File: config.mk
export PLATFORM = sky130hd
export DESIGN_NAME = pht_update_queue
export DESIGN_NICKNAME = d
export VERILOG_FILES = /design/src/rtl/pht_update_queue_pkg.sv /design/src/rtl/pht_update_queue_pointer.sv /design/src/rtl/pht_update_queue.sv
export SDC_FILE = /design/constraint.sdc
export NUM_CORES = 1
export LEC_CHECK = 0
export ABC_AREA = 1
export CAP_MARGIN = 25
export CORE_ASPECT_RATIO = 1.4
export CORE_MARGIN = 8
export CORE_UTILIZATION = 60
export CTS_CLUSTER_SIZE = 28
export DETAILED_ROUTE_END_ITERATION = 7
export PLACE_DENSITY = 0.87
export SETUP_SLACK_MARGIN = 0.5
export SLEW_MARGIN = 40
export SYNTH_ARGS = -nofsm -noshare
export SYNTH_HDL_FRONTEND = slang
export SYNTH_HIERARCHICAL = 1
export SYNTH_SLANG_ARGS = --single-unit
File: constraint.sdc
create_clock -name clk -period 6.72 [get_ports clk]
set_input_delay 1.344 -clock clk [delete_from_list [all_inputs] [get_ports clk]]
set_output_delay 1.344 -clock clk [all_outputs]
set_load 0.02 [all_outputs]
File: src/rtl/pht_update_queue_pkg.sv
// Shared fetch-unit types: PHT update entry layout, queue pointer width and
// the saturating counter step used by both the predictor and its update queue.
package FetchUnitTypes;

  localparam int unsigned PHT_UPDATE_QUEUE_SIZE = 8;
  localparam int unsigned PHT_INDEX_WIDTH       = 10;
  localparam int unsigned PHT_CTR_WIDTH         = 2;

  typedef logic [$clog2(PHT_UPDATE_QUEUE_SIZE)-1:0] PhtUpdateQueuePointerPath;

  typedef struct packed {
    logic [PHT_INDEX_WIDTH-1:0] index;
    logic [PHT_CTR_WIDTH-1:0]   ctr;
  } PhtUpdateEntry;

  // Counter widths up to 8 bits; callers pass their own saturation limit.
  function automatic logic [7:0] step(input logic [7:0] c, input logic t,
                                      input logic [7:0] ctrMax);
    if (t) return (c == ctrMax) ? ctrMax : c + 8'd1;
    else   return (c == '0) ? '0 : c - 8'd1;
  endfunction

endpackage

File: src/rtl/pht_update_queue_pointer.sv
// Circular head/tail/occupancy tracker with multi-entry push and single pop.
module QueuePointer #(
  parameter int unsigned SIZE = 8
) (
  input  logic                     clk,
  input  logic                     rst,
  input  logic [$clog2(SIZE):0]    pushCount,
  input  logic                     pop,
  output logic [$clog2(SIZE)-1:0]  headPtr,
  output logic [$clog2(SIZE)-1:0]  tailPtr,
  output logic [$clog2(SIZE)-1:0]  headNext,
  output logic [$clog2(SIZE):0]    count,
  output logic [$clog2(SIZE):0]    countNext,
  output logic                     full,
  output logic                     empty
);
  localparam int unsigned PW = $clog2(SIZE);
  localparam int unsigned CW = PW + 1;

  logic [PW-1:0] r_head;
  logic [PW-1:0] r_tail;
  logic [CW-1:0] r_count;

  assign headNext  = r_head + PW'(pop);
  assign countNext = r_count + pushCount - CW'(pop);

  always_ff @(posedge clk or posedge rst) begin
    if (rst) begin
      r_head  <= '0;
      r_tail  <= '0;
      r_count <= '0;
    end else begin
      r_head  <= headNext;
      r_tail  <= r_tail + pushCount[PW-1:0];
      r_count <= countNext;
    end
  end

  assign headPtr = r_head;
  assign tailPtr = r_tail;
  assign count   = r_count;
  assign full    = (r_count == CW'(SIZE));
  assign empty   = (r_count == '0);

endmodule

File: src/rtl/pht_update_queue.sv
// Coalescing queue of PHT counter updates: folds same-index updates, merges
// into queued entries, drains one write per cycle and counts dropped updates.
module pht_update_queue
  import FetchUnitTypes::*;
#(
  parameter int unsigned ENTRY_NUM   = PHT_UPDATE_QUEUE_SIZE,
  parameter int unsigned IN_WIDTH    = 2,
  parameter int unsigned INDEX_WIDTH = PHT_INDEX_WIDTH,
  parameter int unsigned CTR_WIDTH   = PHT_CTR_WIDTH
) (
  input  logic                                  clk,
  input  logic                                  rst,
  input  logic [IN_WIDTH-1:0]                   inValid,
  input  logic [IN_WIDTH-1:0][INDEX_WIDTH-1:0]  inIndex,
  input  logic [IN_WIDTH-1:0][CTR_WIDTH-1:0]    inPrevCtr,
  input  logic [IN_WIDTH-1:0]                   inTaken,
  output logic                                  wrValid,
  output logic [INDEX_WIDTH-1:0]                wrIndex,
  output logic [CTR_WIDTH-1:0]                  wrCtr,
  input  logic                                  wrReady,
  output logic [$clog2(ENTRY_NUM):0]            count,
  output logic [15:0]                           dropCount
);
  localparam int unsigned PW = $clog2(ENTRY_NUM);
  localparam int unsigned CW = PW + 1;
  localparam logic [7:0]  CTR_MAX = 8'((1 << CTR_WIDTH) - 1);

  logic [INDEX_WIDTH-1:0] r_idx     [ENTRY_NUM];
  logic [CTR_WIDTH-1:0]   r_ctr     [ENTRY_NUM];
  logic [INDEX_WIDTH-1:0] w_idxNext [ENTRY_NUM];
  logic [CTR_WIDTH-1:0]   w_ctrNext [ENTRY_NUM];

  logic                   r_wrValid;
  logic [INDEX_WIDTH-1:0] r_wrIndex;
  logic [CTR_WIDTH-1:0]   r_wrCtr;
  logic [15:0]            r_dropCount;

  logic [PW-1:0]  w_head, w_tail, w_headNext, w_hitSlot, w_off;
  logic [CW-1:0]  w_count, w_countNext, w_free, w_push;
  logic           w_full, w_empty, w_pop;
  logic [15:0]    w_drops;
  logic [16:0]    w_dropSum;

  logic [CTR_WIDTH-1:0] w_res  [IN_WIDTH];
  logic                 w_drop [IN_WIDTH];
  logic [PW-1:0]        w_slot [IN_WIDTH];
  logic [CTR_WIDTH-1:0] w_base;
  logic                 w_folded, w_hit, w_need;

  assign w_pop = r_wrValid && wrReady && !w_empty;

  QueuePointer #(.SIZE(ENTRY_NUM)) u_ptr (
    .clk       (clk),
    .rst       (rst),
    .pushCount (w_push),
    .pop       (w_pop),
    .headPtr   (w_head),
    .tailPtr   (w_tail),
    .headNext  (w_headNext),
    .count     (w_count),
    .countNext (w_countNext),
    .full      (w_full),
    .empty     (w_empty)
  );

  always_comb begin
    w_idxNext = r_idx;
    w_ctrNext = r_ctr;
    w_push    = '0;
    w_drops   = '0;
    w_free    = w_full ? '0 : CW'(ENTRY_NUM) - w_count;
    w_base    = '0;
    w_folded  = 1'b0;
    w_hit     = 1'b0;
    w_need    = 1'b0;
    w_hitSlot = '0;
    w_off     = '0;
    for (int unsigned i = 0; i < IN_WIDTH; i++) begin
      w_res[i]  = '0;
      w_drop[i] = 1'b0;
      w_slot[i] = '0;
    end
    for (int unsigned i = 0; i < IN_WIDTH; i++) begin
      if (inValid[i]) begin
        w_folded = 1'b0;
        w_hit    = 1'b0;
        w_need   = 1'b0;
        w_base   = inPrevCtr[i];
        // The highest matching lower lane already carries the cumulative value.
        for (int unsigned j = 0; j < i; j++) begin
          if (inValid[j] && inIndex[j] == inIndex[i]) begin
            w_folded  = 1'b1;
            w_base    = w_res[j];
            w_drop[i] = w_drop[j];
            w_slot[i] = w_slot[j];
          end
        end
        if (!w_folded) begin
          for (int unsigned k = 0; k < ENTRY_NUM; k++) begin
            w_off = PW'(k) - w_head;
            if ({1'b0, w_off} < w_count && r_idx[k] == inIndex[i]) begin
              w_hit     = 1'b1;
              w_hitSlot = PW'(k);
            end
          end
          if (w_hit) w_base = r_ctr[w_hitSlot];
          // A popping head cannot absorb the merge; its value forwards into a new entry.
          if (w_hit && !(w_pop && w_hitSlot == w_head)) w_slot[i] = w_hitSlot;
          else w_need = 1'b1;
          if (w_need) begin
            if (w_push < w_free) begin
              w_slot[i] = w_tail + w_push[PW-1:0];
              w_push    = w_push + CW'(1);
            end else begin
              w_drop[i] = 1'b1;
            end
          end
        end
        w_res[i] = CTR_WIDTH'(step(8'(w_base), inTaken[i], CTR_MAX));
        if (w_drop[i]) begin
          w_drops = w_drops + 16'd1;
        end else begin
          w_idxNext[w_slot[i]] = inIndex[i];
          w_ctrNext[w_slot[i]] = w_res[i];
        end
      end
    end
    w_dropSum = {1'b0, r_dropCount} + {1'b0, w_drops};
  end

  always_ff @(posedge clk) begin
    r_idx <= w_idxNext;
    r_ctr <= w_ctrNext;
  end

  // Head outputs are registered from next-state so nothing combinational reaches wr*.
  always_ff @(posedge clk or posedge rst) begin
    if (rst) begin
      r_wrValid   <= 1'b0;
      r_wrIndex   <= '0;
      r_wrCtr     <= '0;
      r_dropCount <= '0;
    end else begin
      r_wrValid   <= (w_countNext != '0);
      r_wrIndex   <= (w_countNext != '0) ? w_idxNext[w_headNext] : '0;
      r_wrCtr     <= (w_countNext != '0) ? w_ctrNext[w_headNext] : '0;
      r_dropCount <= w_dropSum[16] ? 16'hFFFF : w_dropSum[15:0];
    end
  end

  assign wrValid   = r_wrValid;
  assign wrIndex   = r_wrIndex;
  assign wrCtr     = r_wrCtr;
  assign count     = w_count;
  assign dropCount = r_dropCount;

endmodule

Word-level counts from Yosys, hierarchy flattened
Index checks and enable logic that the tools add are counted.
Word-level totals
  output and inout port bits: 33
  register bits after elaboration: 135
  input bits: 31
  word-level logic and storage cells: 247
Cells by class
  $lt $le $gt $ge: 17
  bitwise logic cells: 5
  mux-type cells: 127
  $add $sub $neg: 21
  reductions and logical operators: 32
  equal/unequal tests: 22
Operator list (number)
  $mux W80: 4
  $eq A10 B10 Y1: 17
  $bwmux W80: 2
  $mux W16: 7
  $mux W3: 29
  $demux W10 S3: 2
  $mux W10: 5
  $mux W2: 24
  $mux W1: 41
  $bwmux W16: 2
  $lt A3 B4 Y1: 8
  $bmux W10 S3: 1
  $logic_and A1 B1 Y1: 25
  $ge A4 B4 Y1 const B: 5
  $mux W4: 5
  $not A3 Y4: 5
  $bmux W2 S3: 3
  $add A16 B16 Y17: 1
  $add A16 B1 Y16 const B: 1
  $demux W2 S3: 2
  $sub A3 B3 Y3 const A: 4
  $lt A4 B1 Y1 const B: 2
  $add A3 B3 Y3: 2
  $eq A3 B3 Y1: 2
  other kinds (17): 25

Longest topological paths before layout
Gate-level depths: netlist of run 1.
  depth after elaboration: 44
  gate-level depth with buffers: 44
  mapped depth without buffers: 43

Cells and area by module
The synthesis of run 1 kept the hierarchy.
Modules (own cells, without submodules)
  pht_update_queue: seq. area each 2647.5 um2, area each 10785.3 um2, instances 1, cells an instance 1756
  QueuePointer: seq. area each 250.2 um2, area each 590.6 um2, instances 1, cells an instance 63

Least setup slack after synthesis of run 1
No wires, ideal clock.
  kind: input to register
  from: input inIndex[9] in the netlist's numbering
  to: register r_wrIndex[1] (netlist: wrIndex[1])
  arrival time: 5.385 ns
  setup slack: 1.216 ns
  cell stages on the path: 32
  data required time: 6.601 ns
  path buffers: 3
  setup time: 0.119 ns
  cell sequence: buf_2 > nand2_1 > nand2_1 > nor2_1 > nand2_1 > nor3_1 > nand2_1 > nand2_1 > nand2_1 > nand2_1 > nand2_1 > nand2_2 > buf_6 > nor2_1 > o21ai_2 > nand2_4 > nand2_2 > nor2_4 > a21boi_2 > ha_1 > mux2_2 > inv_1 > ha_1 > inv_1 > ha_1 > inv_1 > fa_1 > inv_1 > or4_1 > buf_4 > nand2_1 > nor2_1
On the way
  elaborated cells between the ends (all ways): 114
  classes of those cells: 4 x add/sub; 5 x order compare; 11 x eq/ne; 74 x mux; 2 x bitwise; 18 x reduce/logical
RTL lines
  from (decl): RTL line pht_update_queue.sv:14  | input logic [IN_WIDTH-1:0][INDEX_WIDTH-1:0] inIndex,
  $eq A10 B10 Y1: RTL line pht_update_queue.sv:101  | if ({1'b0, w_off} < w_count && r_idx[k] == inIndex[i]) begin
  $logic_and A1 B1 Y1: RTL line pht_update_queue.sv:101
  $mux W1: RTL line pht_update_queue.sv:101
  $mux W3 (6 in series): RTL line pht_update_queue.sv:101
  $mux W3 (2 in series): RTL line pht_update_queue.sv:84  | if (inValid[i]) begin
  $mux W3 (8 in series): RTL line pht_update_queue.sv:101
  $mux W3: RTL line pht_update_queue.sv:98  | if (!w_folded) begin
  $mux W3: RTL line pht_update_queue.sv:84
  (+8 left out)
  $mux W4: RTL line pht_update_queue.sv:98
  $mux W4 (*): RTL line pht_update_queue.sv:84
  named net w_push[0]: RTL line pht_update_queue.sv:39  | logic [CW-1:0] w_count, w_countNext, w_free, w_push;
  $add A4 B4 Y4 (*): RTL line pht_update_queue_pointer.sv:25  | assign countNext = r_count + pushCount - CW'(pop);
  $sub A4 B1 Y4 (*): RTL line pht_update_queue_pointer.sv:25
  named net w_countNext[1]: RTL line pht_update_queue.sv:39
  $reduce_bool A4 Y1 (*): RTL line pht_update_queue.sv:145  | r_wrIndex <= (w_countNext != '0) ? w_idxNext[w_headNext] : '0;
  $mux W10 (*): RTL line pht_update_queue.sv:145
  to (signal assigned): RTL line pht_update_queue.sv:145
  to (decl): RTL line pht_update_queue.sv:34  | logic [INDEX_WIDTH-1:0] r_wrIndex;
The timed path passes the listed nets; every way through them passes the cells marked *. The select of a mux whose other input is x is not followed.

Worst setup path in the final report of run 1
  from: input inIndex[10] in the netlist's numbering
  to: register r_dropCount[15] (netlist: dropCount[15])
On the way
  word-level cells in the longest chain between the ends: 26
  elaborated cells between the ends (all ways): 56
  classes of those cells: 1 x add/sub; 10 x eq/ne; 33 x mux; 12 x reduce/logical
RTL lines
  $eq A10 B10 Y1: RTL line pht_update_queue.sv:101
  $logic_and A1 B1 Y1: RTL line pht_update_queue.sv:101
  $mux W3 (8 in series): RTL line pht_update_queue.sv:101
  $mux W3: RTL line pht_update_queue.sv:98
  $mux W3: RTL line pht_update_queue.sv:84
  $eq A3 B3 Y1: RTL line pht_update_queue.sv:108  | if (w_hit && !(w_pop && w_hitSlot == w_head)) w_slot[i] = w_hitSlot;
  $logic_and A1 B1 Y1: RTL line pht_update_queue.sv:108
  $logic_not A1 Y1: RTL line pht_update_queue.sv:108
  (+3 left out)
  $mux W1: RTL line pht_update_queue.sv:84
  $mux W1: RTL line pht_update_queue.sv:110  | if (w_need) begin
  $mux W1 (*): RTL line pht_update_queue.sv:98
  $mux W1 (*): RTL line pht_update_queue.sv:84
  $mux W16 (*): RTL line pht_update_queue.sv:120  | if (w_drop[i]) begin
  $mux W16 (*): RTL line pht_update_queue.sv:84
  $add A16 B16 Y17 (*): RTL line pht_update_queue.sv:128  | w_dropSum = {1'b0, r_dropCount} + {1'b0, w_drops};
  $mux W16 (*): RTL line pht_update_queue.sv:147  | r_dropCount <= w_dropSum[16] ? 16'hFFFF : w_dropSum[15:0];
  to (signal assigned): RTL line pht_update_queue.sv:147
  to (decl): RTL line pht_update_queue.sv:36  | logic [15:0] r_dropCount;
Every way passes the cells marked *; elsewhere a longest branch is shown, timed or not. The select of a mux whose other input is x is not followed.

==> results.tsv, run 1 <==
metric	value	unit
run_status	finished, final reports clean	
postRouteWirelength	43200	um
critical_path.startpoint_type	input pin	
place_inst	2112	
powerDensity	579	nW/um^2
cp_data_required_time	7.09	ns
grt_max_degree	51	
detailroute.wirelength.met3	4560	um
detail_route.iter0.violations	1703	
synth-edff-count	0	
die_w	132	um
report.final.setup_viol	0	
hold_class	reg2reg	
dp_worst_setup_slack	0.178	ns
slew_headroom	49.6	%
post-dp-hpwl	31400	um
p_leak	6.46	nW
synth.lib_cells_used.distinct	58	
place.port_buffers	63	
met1_length	15900	um
routed-via-count	12800	
drc_errors	0	
multiInputGateArea	7310	um^2
top_layer	met4	
numCtsBuffers	17	
drt_pre_antenna_iters	6	
synth_top_cell_by_area	sky130_fd_sc_hd__nand2_1	
r2r_slack	0.82	ns
synth.top_cells.by_area	sky130_fd_sc_hd__nand2_1 22%, sky130_fd_sc_hd__dfxtp_1 17%, sky130_fd_sc_hd__dfrtp_1 8.6%	
cap_viol_max_count	0	
netlist_area	11400	um^2
worst-setup-path-type	in2reg	
grt_remaining_overflow	0	
vdd_drop_max	0.600	mV
layout.cells.most_common_list	677 x sky130_fd_sc_hd__nand2_1, 156 x sky130_fd_sc_hd__nand3_1, 145 x sky130_fd_sc_hd__inv_1	
final-hold-violation-count	0	
synthCells	1819	
finalMaxSlewViolations	0	
vias_per_cell	5.93	
grt_use_total	35.6	%
async_flop_share	28.9	%
storage_element_area	2900	um^2
hold_buffers	0	
timing_worst_slew_pin_value	0.749	ns
critPathSlowestCell	sky130_fd_sc_hd__clkdlybuf4s50_1	
detail_routed_net_length_per_standard_cell	20.1	um
source_to_sink_clock_delay_at_the_later_pin_of_the_worst_skew_pair	0.45	ns
fmax	0.168	GHz
die-height	179	um
area_overhead_vs_synth	14.9	%
antenna_found_initial	0	
grt_pass1_vias	11900	
worst_ep_arrival_time	6.34	ns
worst_path_max_stage_delay	0.46	ns
cts.path.max_buffers	2	
final_antenna_net_count	0	
synth.top_cell.area_share	22.4	%
fin_tns_setup	0	ns
synth-warning-count	6	
fillers	1646	
number_of_diodes_added_for_antenna_fixing	0	
start_util	61.2	%
fin_util	70.3	%
fin_worst_skew	0.0115	ns
rsz0062_at_grt	no	
crit_fanout	4	
final-instance-count-excl-fill	2154	
synth-seq-area-share	25.5	%
clock-root-buffer	sky130_fd_sc_hd__clkbuf_16	
die_area	23700	um^2
cts_tree	done	
tritoncts_num_sinks	135	
num_rows	59	
cts.clk_slew.worst_paths	0.07	ns
synthFlopType	sky130_fd_sc_hd__dfxtp_1	
pin_count	64	
synth_area_per_cell	6.25	um^2
final_layout_size_suffix_gt1_share	14.6	%
h-tree-depth	4	
route.met2.wl	19100	um
layout_commonest_cell	sky130_fd_sc_hd__nand2_1	
crit_path_end_kind	register	
timing.final.crit_period	5.96	ns
synth_seq_cells	135	
gp_congestion	1.05	
worst_path_most_repeated_cell	sky130_fd_sc_hd__nand2_1	
finalCritPeriodShare	88.8	%
min_setup_slack_post_route	0.755	ns
nets	1961	
grt_pass1_wl	65000	um
whs	0.554	ns
placeableCoreArea	18600	um^2
[sequential cells by signal, summed over array words and instances, names as in the netlist]
signal / cells
wrCtr: 2
wrValid: 1
u_ptr/headPtr: 3
u_ptr/tailPtr: 3
u_ptr/count: 4
r_ctr: 16
dropCount: 16
r_idx: 80
wrIndex: 10
[worst paths after layout]
check	startpoint	end	cells after the start
hold / removal	dropCount[5]$_DFF_PP0_	dropCount[5]$_DFF_PP0_	2
max in group asynchronous	rst	wrIndex[8]$_DFF_PP0_	3
min in group asynchronous	rst	u_ptr/count[1]$_DFF_PP0_	2
hold reg to reg	dropCount[5]$_DFF_PP0_	dropCount[5]$_DFF_PP0_	2
setup / recovery	inIndex[10]	dropCount[15]$_DFF_PP0_	35
setup reg to reg	u_ptr/headPtr[0]$_DFF_PP0_	wrIndex[2]$_DFF_PP0_	30
[logic make-up (layout without fill, tap and decap cells)]
logic type / count (synthesis) / count (layout) / synth area share [%]
AND/OR/NAND/NOR: 1090 / 1090 / 42.2
buffers and inverters: 269 / 357 / 11.1
AO/OA/AOI/OAI: 213 / 213 / 11.3
flip-flops: 135 / 135 / 25.5
XOR/XNOR: 77 / 77 / 5.93
adder cells (fa/ha/maj): 33 / 33 / 3.83
other: 1 / 4 / 0.0330
multiplexers: 1 / 1 / 0.0990
[worst max-delay path: cells and delay by family]
family                   cells  cell delay, ns
adder cells (fa/ha/maj)      3            0.83
buffers and inverters        7            1.02
XOR/XNOR                     1            0.16
AND/OR/NAND/NOR             20            2.51
AO/OA/AOI/OAI                4            0.44
[power breakdown]
part,leakage [nW],total [W],internal (W),switching [W]
registers,1.28,0.00163,0.00122,0.000408
logic,4.89,0.00496,0.00166,0.00330
clock network,0.290,0.000979,0.000533,0.000446
total,6.46,0.00757,0.00342,0.00415
[cells in the mapped netlist (all sizes together) (30+ instances only)]
master and number:
xnor2 36, buf 64, o21ai 163, dfxtp 96
nand4 31, nand2 714, inv 180, nor2 113
dfrtp 39, nand3 166, ha 30, xor2 41
[routing by layer]
| layer | vias up | global-route usage [%] |
|---|---|---|
| met5 | - | 0 |
| met4 | 0 | 28.9 |
| met3 | 213 | 6.93 |
| met2 | 841 | 56.7 |
| met1 | 5774 | 41.4 |
| li1 | 5952 | - |
[through the flow]
stage / area, um^2 / total power, W
final: 13100 / 0.00757
after global routing: 13100 / 0.00806
after CTS: 12900 / 0.00736
after detailed placement: 12300 / 0.00634
after global placement: 12300 / 0.00625
after floorplan: 11400 / 0.00500
[cell type report]
class | count | area share [%]
Tap cell | 244 | 2.34
Multi-Input combinational cell | 1418 | 55.9
Sequential cell | 135 | 22.2
Clock buffer | 17 | 3.25
Clock inverter | 15 | 1.36
Inverter | 182 | 5.33
Timing Repair Buffer | 143 | 9.64
[repair_timing]
item | CTS | global route
setup buffers | 0 | 10
resized for setup | 0 | 27
setup endpoints to repair | 0 | 28
No activity file was read; power rests on OpenSTA's default activity.
==> run 2, diff against run 1 <==
- GPL_ROUTABILITY_DRIVEN: not set -> 0
- SLEW_MARGIN: 40 -> not set
- SYNTH_HIERARCHICAL: 1 -> not set
==> run 2 against run 1 <==
Net effect:
- die area down 1.3%
- count of clock-buffer cells in the layout up 3
- fmax down 2.2%
- register-to-register slack worse by 0.03 ns
- critical path depth down 6
- the run now ends with design-rule violations left
- clock power up 12%
- synthesized area down 1.4%
- sequential share of layout area about the same
- critical endpoint is now wrIndex[9]$_DFF_PP0_
- non-clock buffer count down 8
- synthesized cell count down 1.9%
- worst hold slack worse by 0.047 ns
==> results.tsv, run 2 <==
metric	value	unit	change
p_comb_share	63.3	%	was 65.5%
regMostFlops	r_idx		unchanged
die-height	178	um	was 179 um
netlist_area	11200	um^2	was 11400 um^2
synthFlopType	sky130_fd_sc_hd__dfxtp_1		unchanged
swShare	53.1	%	was 54.9%
synth-warning-count	0		was 6
run_status	finished, violations left		was finished, final reports clean
grt_remaining_overflow	0		unchanged
start_util	60.8	%	was 61.2%
use_met1	37.1	%	was 41.4%
syn-num-nets	1850		
timing_worst_slew_pin_value	0.967	ns	was 0.749 ns
post-dp-hpwl	28000	um	was 31400 um
power.switching	0.00395	W	was 0.00415 W
antenna_found_initial	1		was 0
worst_path_max_stage_delay	0.79	ns	was 0.46 ns
vias_per_cell	6.27		was 5.93
placeableCoreArea	18500	um^2	was 18600 um^2
report.final.setup_viol	0		unchanged
design_area	13100	um^2	about the same
critPathSlowestCell	sky130_fd_sc_hd__clkdlybuf4s50_1		unchanged
routed-via-count	13200		was 12800
fmax	0.164	GHz	was 0.168 GHz
largest_reg_flops	80		unchanged
cts.clk_slew.worst_paths	0.06	ns	was 0.07 ns
cp_data_required_time	7.04	ns	was 7.09 ns
violations_in_the_final_reports	design-rule violations		
synth_area_per_cell	6.29	um^2	was 6.25 um^2
crit_fanout	13		was 4
synth_top_cells_by_count	657 x sky130_fd_sc_hd__nand2_1, 156 x sky130_fd_sc_hd__nand3_1, 147 x sky130_fd_sc_hd__inv_1, 100 x sky130_fd_sc_hd__o21ai_0, 96 x sky130_fd_sc_hd__dfxtp_1		was 678 x sky130_fd_sc_hd__nand2_1, 158 x sky130_fd_sc_hd__nand3_1, 149 x sky130_fd_sc_hd__inv_1, 100 x sky130_fd_sc_hd__nor2_1, 99 x sky130_fd_sc_hd__o21ai_0
synth-seq-area-share	25.8	%	was 25.5%
critical_path_buf_inv_count	8		was 7
detail_route.iter0.violations	1962		was 1703
layout.cells.most_common_list	657 x sky130_fd_sc_hd__nand2_1, 153 x sky130_fd_sc_hd__nand3_1, 139 x sky130_fd_sc_hd__inv_1		was 677 x sky130_fd_sc_hd__nand2_1, 156 x sky130_fd_sc_hd__nand3_1, 145 x sky130_fd_sc_hd__inv_1
worst_ep_arrival_time	6.42	ns	was 6.34 ns
die_w	132	um	about the same
timing.final.crit_period	6.10	ns	was 5.96 ns
tritoncts_num_sinks	135		unchanged
cts.path.max_buffers	2		unchanged
pin_count	64		unchanged
drc_errors	10		was 0
final_antenna_net_count	0		unchanged
power.share.sequential	21.9	%	was 21.5%
drt_pre_antenna_iters	8		was 6
layout_commonest_cell	sky130_fd_sc_hd__nand2_1		unchanged
fin_util	70.9	%	was 70.3%
cell_internal_pwr	0.00348	W	was 0.00342 W
synth.lib_cells_used.distinct	53		was 58
fin_tns_setup	0	ns	unchanged
synth-edff-count	0		unchanged
worst-setup-path-type	in2reg		unchanged
power.share.clock	14.8	%	was 12.9%
finalCritPeriodShare	90.7	%	was 88.8%
grt_pass1_wl	65200	um	was 65000 um
rsz0062_at_grt	no		unchanged
place.port_buffers	63		unchanged
critical_path.startpoint_type	input pin		unchanged
total_power	0.00743	W	was 0.00757 W
clock-root-buffer	sky130_fd_sc_hd__clkbuf_16		unchanged
die_area	23400	um^2	was 23700 um^2
place_inst	2050		was 2112
h-tree-depth	4		unchanged
met3_usage	12.0	%	was 6.93%
number_of_diodes_added_for_antenna_fixing	0		unchanged
postRouteWirelength	42700	um	was 43200 um
placement.cell_area	12000	um^2	was 12300 um^2
cap_viol_max_count	0		unchanged
powerDensity	567	nW/um^2	was 579 nW/um^2
final-instance-count-excl-fill	2106		was 2154
worst_path_most_repeated_cell	sky130_fd_sc_hd__nand2_1		unchanged
final-hold-violation-count	0		unchanged
async_flop_share	28.9	%	unchanged
source_to_sink_clock_delay_at_the_later_pin_of_the_worst_skew_pair	0.45	ns	about the same
nets	1915		was 1961
numCtsBuffers	17		unchanged
grt_max_degree	51		unchanged
grtUsageMet2	57.7	%	was 56.7%
synthCells	1784		was 1819
vdd_drop_max	0.328	mV	was 0.600 mV
synth_top_cell_by_area	sky130_fd_sc_hd__nand2_1		unchanged
fin_worst_skew	0.0151	ns	was 0.0115 ns
detail_routed_net_length_per_standard_cell	20.3	um	was 20.1 um
finalMaxSlewViolations	0		unchanged
hold_class	reg2reg		unchanged
grt_pass1_vias	12400		was 11900
cts_tree	done		unchanged
grt_use_total	35.6	%	about the same
busiest_layer	met2		unchanged
num_rows	59		unchanged
area_overhead_vs_synth	16.8	%	was 14.9%
yosys.cell_count.top_type	sky130_fd_sc_hd__nand2_1		unchanged
final_layout_size_suffix_gt1_share	15.7	%	was 14.6%
synth.top_cell.area_share	22.0	%	was 22.4%
cp_top_family	simple AND/OR/NAND/NOR gates		unchanged
synth.top_cells.by_area	sky130_fd_sc_hd__nand2_1 22%, sky130_fd_sc_hd__dfxtp_1 17%, sky130_fd_sc_hd__dfrtp_1 8.7%		was sky130_fd_sc_hd__nand2_1 22%, sky130_fd_sc_hd__dfxtp_1 17%, sky130_fd_sc_hd__dfrtp_1 8.6%
synth_seq_cells	135		unchanged
slew_headroom	35.4	%	was 49.6%
p_leak	6.27	nW	was 6.46 nW
crit_path_end_kind	register		unchanged
==> run 2: cell count changes after synthesis, moves of 9 or more <==
cell / delta
sky130_fd_sc_hd__o21ai_2: +10
sky130_fd_sc_hd__buf_4: -15
sky130_fd_sc_hd__o21ai_1: +22
sky130_fd_sc_hd__nor2_1: -22
sky130_fd_sc_hd__nand2_1: -21
sky130_fd_sc_hd__xor2_1: -10
sky130_fd_sc_hd__nand2_2: -9
sky130_fd_sc_hd__buf_2: +25
==> run 2: power by group through the flow <==
stage               clock network [W]  registers [W]  logic (W)
floorplan                           0        0.00155    0.00321
global placement                    0        0.00158    0.00424
global route                  0.00113        0.00165    0.00519
CTS                           0.00109        0.00158    0.00442
detailed placement                  0        0.00159    0.00437
finish                        0.00110        0.00163    0.00470
==> run 2: metrics by stage <==
stage          hold slack [ns]  setup WS [ns]
2_1_floorplan            0.467           1.28
3_3_place_gp             0.491          0.237
5_1_grt                  0.519          0.375
4_1_cts                  0.508          0.556
6_report                 0.507          0.622
3_5_place_dp             0.492          0.119
==> run 2: path summary, 6_finish.rpt <==
path	start	to	slack (ns)	cells after the start
setup / recovery	inIndex[16]	wrIndex[9]$_DFF_PP0_	0.62	29
hold / removal	u_ptr.tailPtr[2]$_DFF_PP0_	u_ptr.tailPtr[2]$_DFF_PP0_	0.51	1
setup reg to reg	u_ptr.headPtr[0]$_DFF_PP0_	wrIndex[9]$_DFF_PP0_	0.79	31
hold reg to reg	u_ptr.tailPtr[2]$_DFF_PP0_	u_ptr.tailPtr[2]$_DFF_PP0_	0.51	1
max in group asynchronous	rst	u_ptr.tailPtr[0]$_DFF_PP0_	4.73	2
min in group asynchronous	rst	dropCount[15]$_DFF_PP0_	1.41	2
==> run 2: layer usage <==
metal | vias to the layer above | wire [um]
li1 | 5853 | -
met1 | 5901 | 14000
met2 | 1075 | 19000
met3 | 384 | 5410
met4 | 2 | 4250
met5 | - | 12
==> run 2: cells by family after synthesis <==
kind of cell               share of synthesized area, %
muxes                                            0.0893
and+or+nand+nor                                    40.3
AOI/OAI and AO/OA                                  13.7
buffers and inverters                              10.4
DFF                                                25.8
adders and majority gates                          4.11
xor gates and xnor gates                           5.47
==> run 2: area by class of cell <==
| type | instances | area [um^2] |
|---|---|---|
| multi-input combinational | 1380 | 7270 |
| fill | 1511 | 5360 |
| sequential | 135 | 2900 |
| timing repair buffer | 135 | 1220 |
| inverter | 179 | 721 |
| clock buffer | 20 | 457 |
| tap | 244 | 305 |
| clock inverter | 12 | 213 |
| timing repair inverter | 1 | 5.00 |
==> run 2: worst reg2reg max path, delay by kind of cell, from the launching register on <==
family / cells / cell delay, ns
AND/OR/NAND/NOR: 14 / 2.13
adder cells (fa/ha/maj): 5 / 1.56
AO/OA/AOI/OAI: 5 / 0.91
buffers and inverters: 7 / 0.69
flip-flops: 1 / 0.52
==> run 2: what timing repair did <==
item	4_1_cts	5_1_grt
setup buffers	0	22
hold buffers	0	0
resized for setup	0	58
setup endpoints to repair	0	29
